[src/rtl/ysyx_22050598_defines.sv]
// Shared FIFO helpers: pointer/count widths and the legal depth range.
package ysyx_22050598_defines;

    localparam int DP_MIN = 1;
    localparam int DP_MAX = 64;

    // A single-entry FIFO still needs a 1-bit index so the port is never zero-width.
    function automatic int ptr_w(input int dp);
        return (dp <= 1) ? 1 : $clog2(dp);
    endfunction

    function automatic int cnt_w(input int dp);
        return $clog2(dp + 1);
    endfunction

    function automatic bit dp_legal(input int dp);
        return (dp >= DP_MIN) && (dp <= DP_MAX);
    endfunction

endpackage

[src/rtl/ysyx_22050598_fifo_ptr.sv]
// FIFO pointer: index that wraps explicitly at DP-1, plus a wrap bit toggled on each wrap.
module ysyx_22050598_fifo_ptr
    import ysyx_22050598_defines::*;
#(
    parameter int DP = 4,
    localparam int PW = ptr_w(DP)
) (
    input  logic          clk,
    input  logic          rst_n,
    input  logic          inc_i,
    output logic [PW-1:0] idx_o,
    output logic          wrap_o
);

    localparam logic [PW-1:0] LAST_IDX = PW'(DP - 1);

    logic [PW-1:0] idx_q, idx_d;
    logic          wrap_q, wrap_d;

    always_comb begin
        // NOTE: defaults first so every path assigns idx_d/wrap_d; no latch can form.
        idx_d  = idx_q;
        wrap_d = wrap_q;
        if (inc_i) begin
            if (idx_q == LAST_IDX) begin
                idx_d  = '0;
                wrap_d = ~wrap_q;
            end else begin
                idx_d = idx_q + 1'b1;
            end
        end
    end

    // NOTE: state registers use non-blocking assignments only.
    always_ff @(posedge clk or negedge rst_n) begin
        if (!rst_n) begin
            idx_q  <= '0;
            wrap_q <= 1'b0;
        end else begin
            idx_q  <= idx_d;
            wrap_q <= wrap_d;
        end
    end

    assign idx_o  = idx_q;
    assign wrap_o = wrap_q;

endmodule

[src/rtl/ysyx_22050598_sirv_gnrl_fifo.sv]
// General valid/ready FIFO with wrap-bit full/empty detection and optional ready cut.
module ysyx_22050598_sirv_gnrl_fifo
    import ysyx_22050598_defines::*;
#(
    parameter int CUT_READY = 1,
    parameter int DP        = 4,
    parameter int DW        = 64
) (
    input  logic                  clk,
    input  logic                  rst_n,
    input  logic                  i_vld,
    output logic                  i_rdy,
    input  logic [DW-1:0]         i_dat,
    output logic                  o_vld,
    input  logic                  o_rdy,
    output logic [DW-1:0]         o_dat,
    output logic [cnt_w(DP)-1:0]  count
);

    localparam int PW = ptr_w(DP);
    localparam int CW = cnt_w(DP);

    if (!dp_legal(DP)) begin : g_bad_dp
        $error("ysyx_22050598_sirv_gnrl_fifo: DP=%0d outside %0d..%0d", DP, DP_MIN, DP_MAX);
    end

    logic [PW-1:0] wr_idx, rd_idx;
    logic          wr_wrap, rd_wrap;
    logic          wr_en, rd_en, full, empty;
    logic [CW-1:0] count_q, count_d;
    logic [DW-1:0] mem_q [DP];

    assign empty = (wr_idx == rd_idx) && (wr_wrap == rd_wrap);
    assign full  = (wr_idx == rd_idx) && (wr_wrap != rd_wrap);

    assign o_vld = ~empty;
    // With the cut disabled a full FIFO may still accept when the slot is freed this cycle.
    assign i_rdy = (CUT_READY == 0) ? (~full | o_rdy) : ~full;

    assign wr_en = i_vld & i_rdy;
    assign rd_en = o_vld & o_rdy;

    ysyx_22050598_fifo_ptr #(.DP(DP)) u_wr_ptr (
        .clk    (clk),
        .rst_n  (rst_n),
        .inc_i  (wr_en),
        .idx_o  (wr_idx),
        .wrap_o (wr_wrap)
    );

    ysyx_22050598_fifo_ptr #(.DP(DP)) u_rd_ptr (
        .clk    (clk),
        .rst_n  (rst_n),
        .inc_i  (rd_en),
        .idx_o  (rd_idx),
        .wrap_o (rd_wrap)
    );

    for (genvar g = 0; g < DP; g++) begin : g_entry
        // NOTE: storage is not reset; o_vld=0 masks whatever stale data it holds.
        always_ff @(posedge clk) begin
            if (wr_en && (wr_idx == PW'(g))) begin
                mem_q[g] <= i_dat;
            end
        end
    end

    assign o_dat = mem_q[rd_idx];

    always_comb begin
        count_d = count_q;
        case ({wr_en, rd_en})
            2'b10:   count_d = count_q + 1'b1;
            2'b01:   count_d = count_q - 1'b1;
            default: count_d = count_q;
        endcase
    end

    always_ff @(posedge clk or negedge rst_n) begin
        if (!rst_n) begin
            count_q <= '0;
        end else begin
            count_q <= count_d;
        end
    end

    assign count = count_q;

endmodule

[config.mk]
export PLATFORM = sky130hd
export DESIGN_NAME = ysyx_22050598_sirv_gnrl_fifo
export DESIGN_NICKNAME = d
export VERILOG_FILES = /design/src/rtl/ysyx_22050598_defines.sv /design/src/rtl/ysyx_22050598_fifo_ptr.sv /design/src/rtl/ysyx_22050598_sirv_gnrl_fifo.sv
export SDC_FILE = /design/constraint.sdc
export NUM_CORES = 1
export LEC_CHECK = 0
export CORE_UTILIZATION = 41
export DETAILED_ROUTE_END_ITERATION = 8
export GPL_TIMING_DRIVEN = 0
export PLACE_DENSITY_LB_ADDON = 0.25
export SYNTH_ARGS = -nofsm -noshare
export SYNTH_HDL_FRONTEND = slang
export SYNTH_SLANG_ARGS = --single-unit
[constraint.sdc]
create_clock -name clk -period 9.27 [get_ports clk]
set_input_delay 1.3905 -clock clk [delete_from_list [all_inputs] [get_ports clk]]
set_output_delay 1.3905 -clock clk [all_outputs]
set_load 0.05 [all_outputs]
==> tab_implementation.tex <==
\begin{tabular}{lr}
\hline
Metric & Value \\
\hline
\multicolumn{2}{l}{\textbf{GRT}} \\
\quad Total congestion overflow & 0 \\
\quad Number of antenna violations at the first check in global routing & 0 \\
\quad Aggregate global-route resource usage & 15.3\% \\
\quad Wire length of the first global-routing pass & 28200 um \\
\quad Largest net degree at the start of global routing & 41 \\
\quad Number of global-route vias before repair & 4998 \\
\multicolumn{2}{l}{\textbf{Placed design}} \\
\quad Half-perimeter wire length of the detailed placement result & 11500 um \\
\quad Final Wtd Congestion & 0.802 \\
\quad Cell area after placement & 11900 um2 \\
\quad DP Cell Count & 864 \\
\quad Number of port buffers & 135 \\
\multicolumn{2}{l}{\textbf{Status}} \\
\quad Violated checks & design-rule violations \\
\quad Outcome & finished, violations left \\
\multicolumn{2}{l}{\textbf{Clock tree}} \\
\quad TritonCTS sink count & 265 \\
\quad CTS tree & done \\
\quad Clk root buf & sky130\_fd\_sc\_hd\_\_clkbuf\_16 \\
\quad Number of instances resized during post-cts repair & 0 \\
\quad Skew-Pair Late Insertion Delay & 520 ps \\
\quad Hold-fix buffers at CTS & 0 \\
\quad \# Post-CTS Setup Buffers & 0 \\
\quad Clock transition at the register clock pins on the worst setup and hold paths after CTS & 60 ps \\
\quad Number of buffers inserted during clock tree synthesis & 28 \\
\quad \# H-tree levels & 1 \\
\quad CTS max path bufs & 3 \\
\multicolumn{2}{l}{\textbf{Die}} \\
\quad Overall die area & 24800 um2 \\
\quad Core Box Area & 23600 um2 \\
\quad Starting density of the core & 42.0\% \\
\quad Top-level port count & 137 \\
\quad Horizontal die dimension & 158 um \\
\quad Die Y-Extent & 158 um \\
\quad Count of standard-cell rows & 56 \\
\multicolumn{2}{l}{\textbf{Hold path}} \\
\quad Hold path start & count[2] \\
\quad Tightest Hold Check Type & flip-flop to flip-flop \\
\quad Hold Crit Depth & 1 \\
\quad Hold-critical path endpoint & count[2] \\
\multicolumn{2}{l}{\textbf{Yosys}} \\
\quad Fraction of synthesis flops using an asynchronous set or reset pin & 3.40\% \\
\quad Fraction of post-synthesis cell area in the top cell type by area & 77.4\% \\
\quad Leading area contributor after synthesis & sky130\_fd\_sc\_hd\_\_edfxtp\_1 \\
\quad Count of warnings emitted by yosys & 0 \\
\quad Flip-flop cell with the highest count after synthesis & sky130\_fd\_sc\_hd\_\_edfxtp\_1 \\
\quad Library cell with the highest instance count after synthesis & sky130\_fd\_sc\_hd\_\_edfxtp\_1 \\
\quad Top post-synthesis cells by count & sky130\_fd\_sc\_hd\_\_edfxtp\_1 (256), sky130\_fd\_sc\_hd\_\_mux4\_2 (64), sky130\_fd\_sc\_hd\_\_dfrtp\_1 (9), sky130\_fd\_sc\_hd\_\_buf\_2 (8) \\
\quad Yosys reg bits & 265 \\
\quad Per-instance average area after synthesis & 24.6 um2 \\
\quad Number of distinct library cells after synthesis & 35 \\
\quad Post-synthesis sequential area ratio & 79.7\% \\
\quad Number of synthesized flops with an enable pin & 256 \\
\quad Post-synthesis cell area & 9930 um2 \\
\quad Area contributors post-synth & sky130\_fd\_sc\_hd\_\_edfxtp\_1 (77\%), sky130\_fd\_sc\_hd\_\_mux4\_2 (15\%), sky130\_fd\_sc\_hd\_\_dfrtp\_1 (2.3\%), sky130\_fd\_sc\_hd\_\_ha\_1 (0.76\%), sky130\_fd\_sc\_hd\_\_buf\_2 (0.40\%) \\
\quad Synthesized instance count & 404 \\
\quad Synth Net Count & 479 \\
\multicolumn{2}{l}{\textbf{Layout}} \\
\quad Layout-stage area growth over the synthesis result & 28.3\% \\
\quad Net count reported at finish & 650 \\
\quad Post-route insts no fill & 914 \\
\quad Post-Layout Inst Area & 12700 um2 \\
\quad Fraction of final layout cells with drive strength greater than 1 & 22.2\% \\
\quad Inserted Diodes & 0 \\
\multicolumn{2}{l}{\textbf{Drt}} \\
\quad Antenna Violating Nets Remaining & 0 \\
\quad Residual DRC count & 1 \\
\quad Via total after detailed routing & 4662 \\
\quad First-pass DRT Iterations & 6 \\
\quad Average wire per cell in the routed design & 20.3 um \\
\quad Initial DRC count & 247 \\
\quad Vias per inst & 5.10 \\
\quad Routed wire length & 18500 um \\
\multicolumn{2}{l}{\textbf{Critical path}} \\
\quad Startpoint kind of the worst setup timing path & flip-flop \\
\quad CP max stage delay & 820 ps \\
\quad Setup Crit Path Kind & flip-flop to primary output \\
\quad Worst flop-to-flop path endpoint & count[1] \\
\quad Worst reg-to-reg setup slack & 6910 ps \\
\quad CP required & 7880 ps \\
\quad Worst endpoint data arrival time & 2760 ps \\
\quad Family of cells with the greatest summed delay on the critical path & buffers and inverters \\
\quad Critical Path Start & u\_rd\_ptr.idx\_o[1] \\
\quad Slowest stage cell, crit path & sky130\_fd\_sc\_hd\_\_clkdlybuf4s50\_1 \\
\quad Cell count along the critical path & 4 \\
\quad Worst Reg-to-Reg Cells & 8 \\
\quad Series of cell instances along the critical path & buf\_2, clkbuf\_1, mux4\_2, clkdlybuf4s50\_1 \\
\quad Maximum fanout count along the critical path & 10 \\
\quad Sort of element at the end of the critical path & primary output \\
\quad Critical path buffer and inverter count & 3 \\
\quad Critical R2R Launch & u\_rd\_ptr.idx\_o[0] \\
\multicolumn{2}{l}{\textbf{STA}} \\
\quad Unrepaired setup endpoints after global routing & false \\
\quad Ratio of final minimum period to clock period & 44.7\% \\
\quad Setup skew after layout & 19.0 ps \\
\quad Sum of negative setup slack & 0 ps \\
\quad Max Clock Freq & 241 MHz \\
\quad Transition time at the pin with the least slew margin & 812 ps \\
\quad Relative slew slack & 45.9\% \\
\quad Final critical delay including setup and external delays & 4150 ps \\
\quad Final Slew Violations & 0 \\
\quad Final setup violating endpoints & 0 \\
\quad Final hold violations & 0 \\
\multicolumn{2}{l}{\textbf{Power}} \\
\quad Maximum resistive drop on vdd & 0.192 mV \\
\quad Standby leakage power & 4.16 nW \\
\quad Post-layout power & 0.00490 W \\
\quad Power Density & 385 nW/um2 \\
\multicolumn{2}{l}{\textbf{Job}} \\
\quad Maximum capacitance violations & 0 \\
\hline
\end{tabular}
==> cell families after synthesis <==
family	Yosys count	share of synthesized area (%)
AOI/OAI and AO/OA	15	1.10
buffers and inverters	23	1.55
muxes	66	14.7
DFF	265	79.7
adders and majority gates	7	0.958
xor gates and xnor gates	9	0.945
and+or+nand+nor	19	1.01
==> worst reg2reg max path: cells and delay by family, from the launching register on <==
family | cells | cell delay, ps
flops | 1 | 390
xor+xnor | 1 | 370
simple gates | 2 | 310
fa+ha+maj | 2 | 610
buf+inv | 2 | 310
mux | 1 | 270
==> area by class of cell <==
type,instances,area [um2]
Fill cell,1825,10900
Sequential cell,265,7910
Multi-Input combinational cell,116,1890
Timing Repair Buffer,141,1510
Clock buffer,37,756
Tap cell,319,399
Buffer,18,135
Clock inverter,13,114
Inverter,5,18.8
==> flip-flops by register name (all words and copies together), names as in the netlist <==
register / flops
u_rd_ptr.wrap_o: 1
count: 3
mem_q: 256
u_rd_ptr.idx_o: 2
u_wr_ptr.wrap_o: 1
u_wr_ptr.idx_o: 2
==> report_power, final <==
group	internal, W	switching, W	total, W
registers	0.00161	0.0000668	0.00168
clock network	0.000625	0.000418	0.00104
logic	0.000814	0.00136	0.00218
==> cell usage in the layout, fill, tap and decap left out, drive strengths merged, types with 2 or more instances in the layout <==
master,count
a21oi,4
buf,22
nand3,3
nand2,6
bufinv,2
dfrtp,9
nor2,3
edfxtp,256
a311oi,2
mux4,64
clkinv,11
xnor2,5
a31oi,3
clkbuf,39
xor2,4
inv,5
ha,6
clkdlybuf4s50,135
and3,3
==> through the flow <==
step / setup WS [ps] / hold slack (ps) / utilization, %
floorplan: 3750 / 519 / -
global placement: 836 / 459 / 49.5
detailed placement: 5550 / 482 / 50.2
CTS: 4990 / 491 / 53.9
global route: 4940 / 492 / 53.9
finish: 5120 / 475 / 53.9
==> metal layers <==
layer | vias to the layer above | wire length (um) | track usage (%)
li1 | 2069 | - | -
met1 | 2417 | 7760 | 20.4
met2 | 143 | 9390 | 25.5
met3 | 33 | 994 | 2.87
met4 | 0 | 382 | 4.99
met5 | - | 0 | 0
==> worst max-delay path by stage <==
stage | end | slack, ps
floorplan | mem_q[3][0] | 3750
global placement | mem_q[3][13] | 840
detailed placement | o_dat[34] | 5550
CTS | o_dat[34] | 4990
global route | o_dat[34] | 4940
finish | o_dat[34] | 5120
Note: power is estimated with default switching activity, not from simulation.
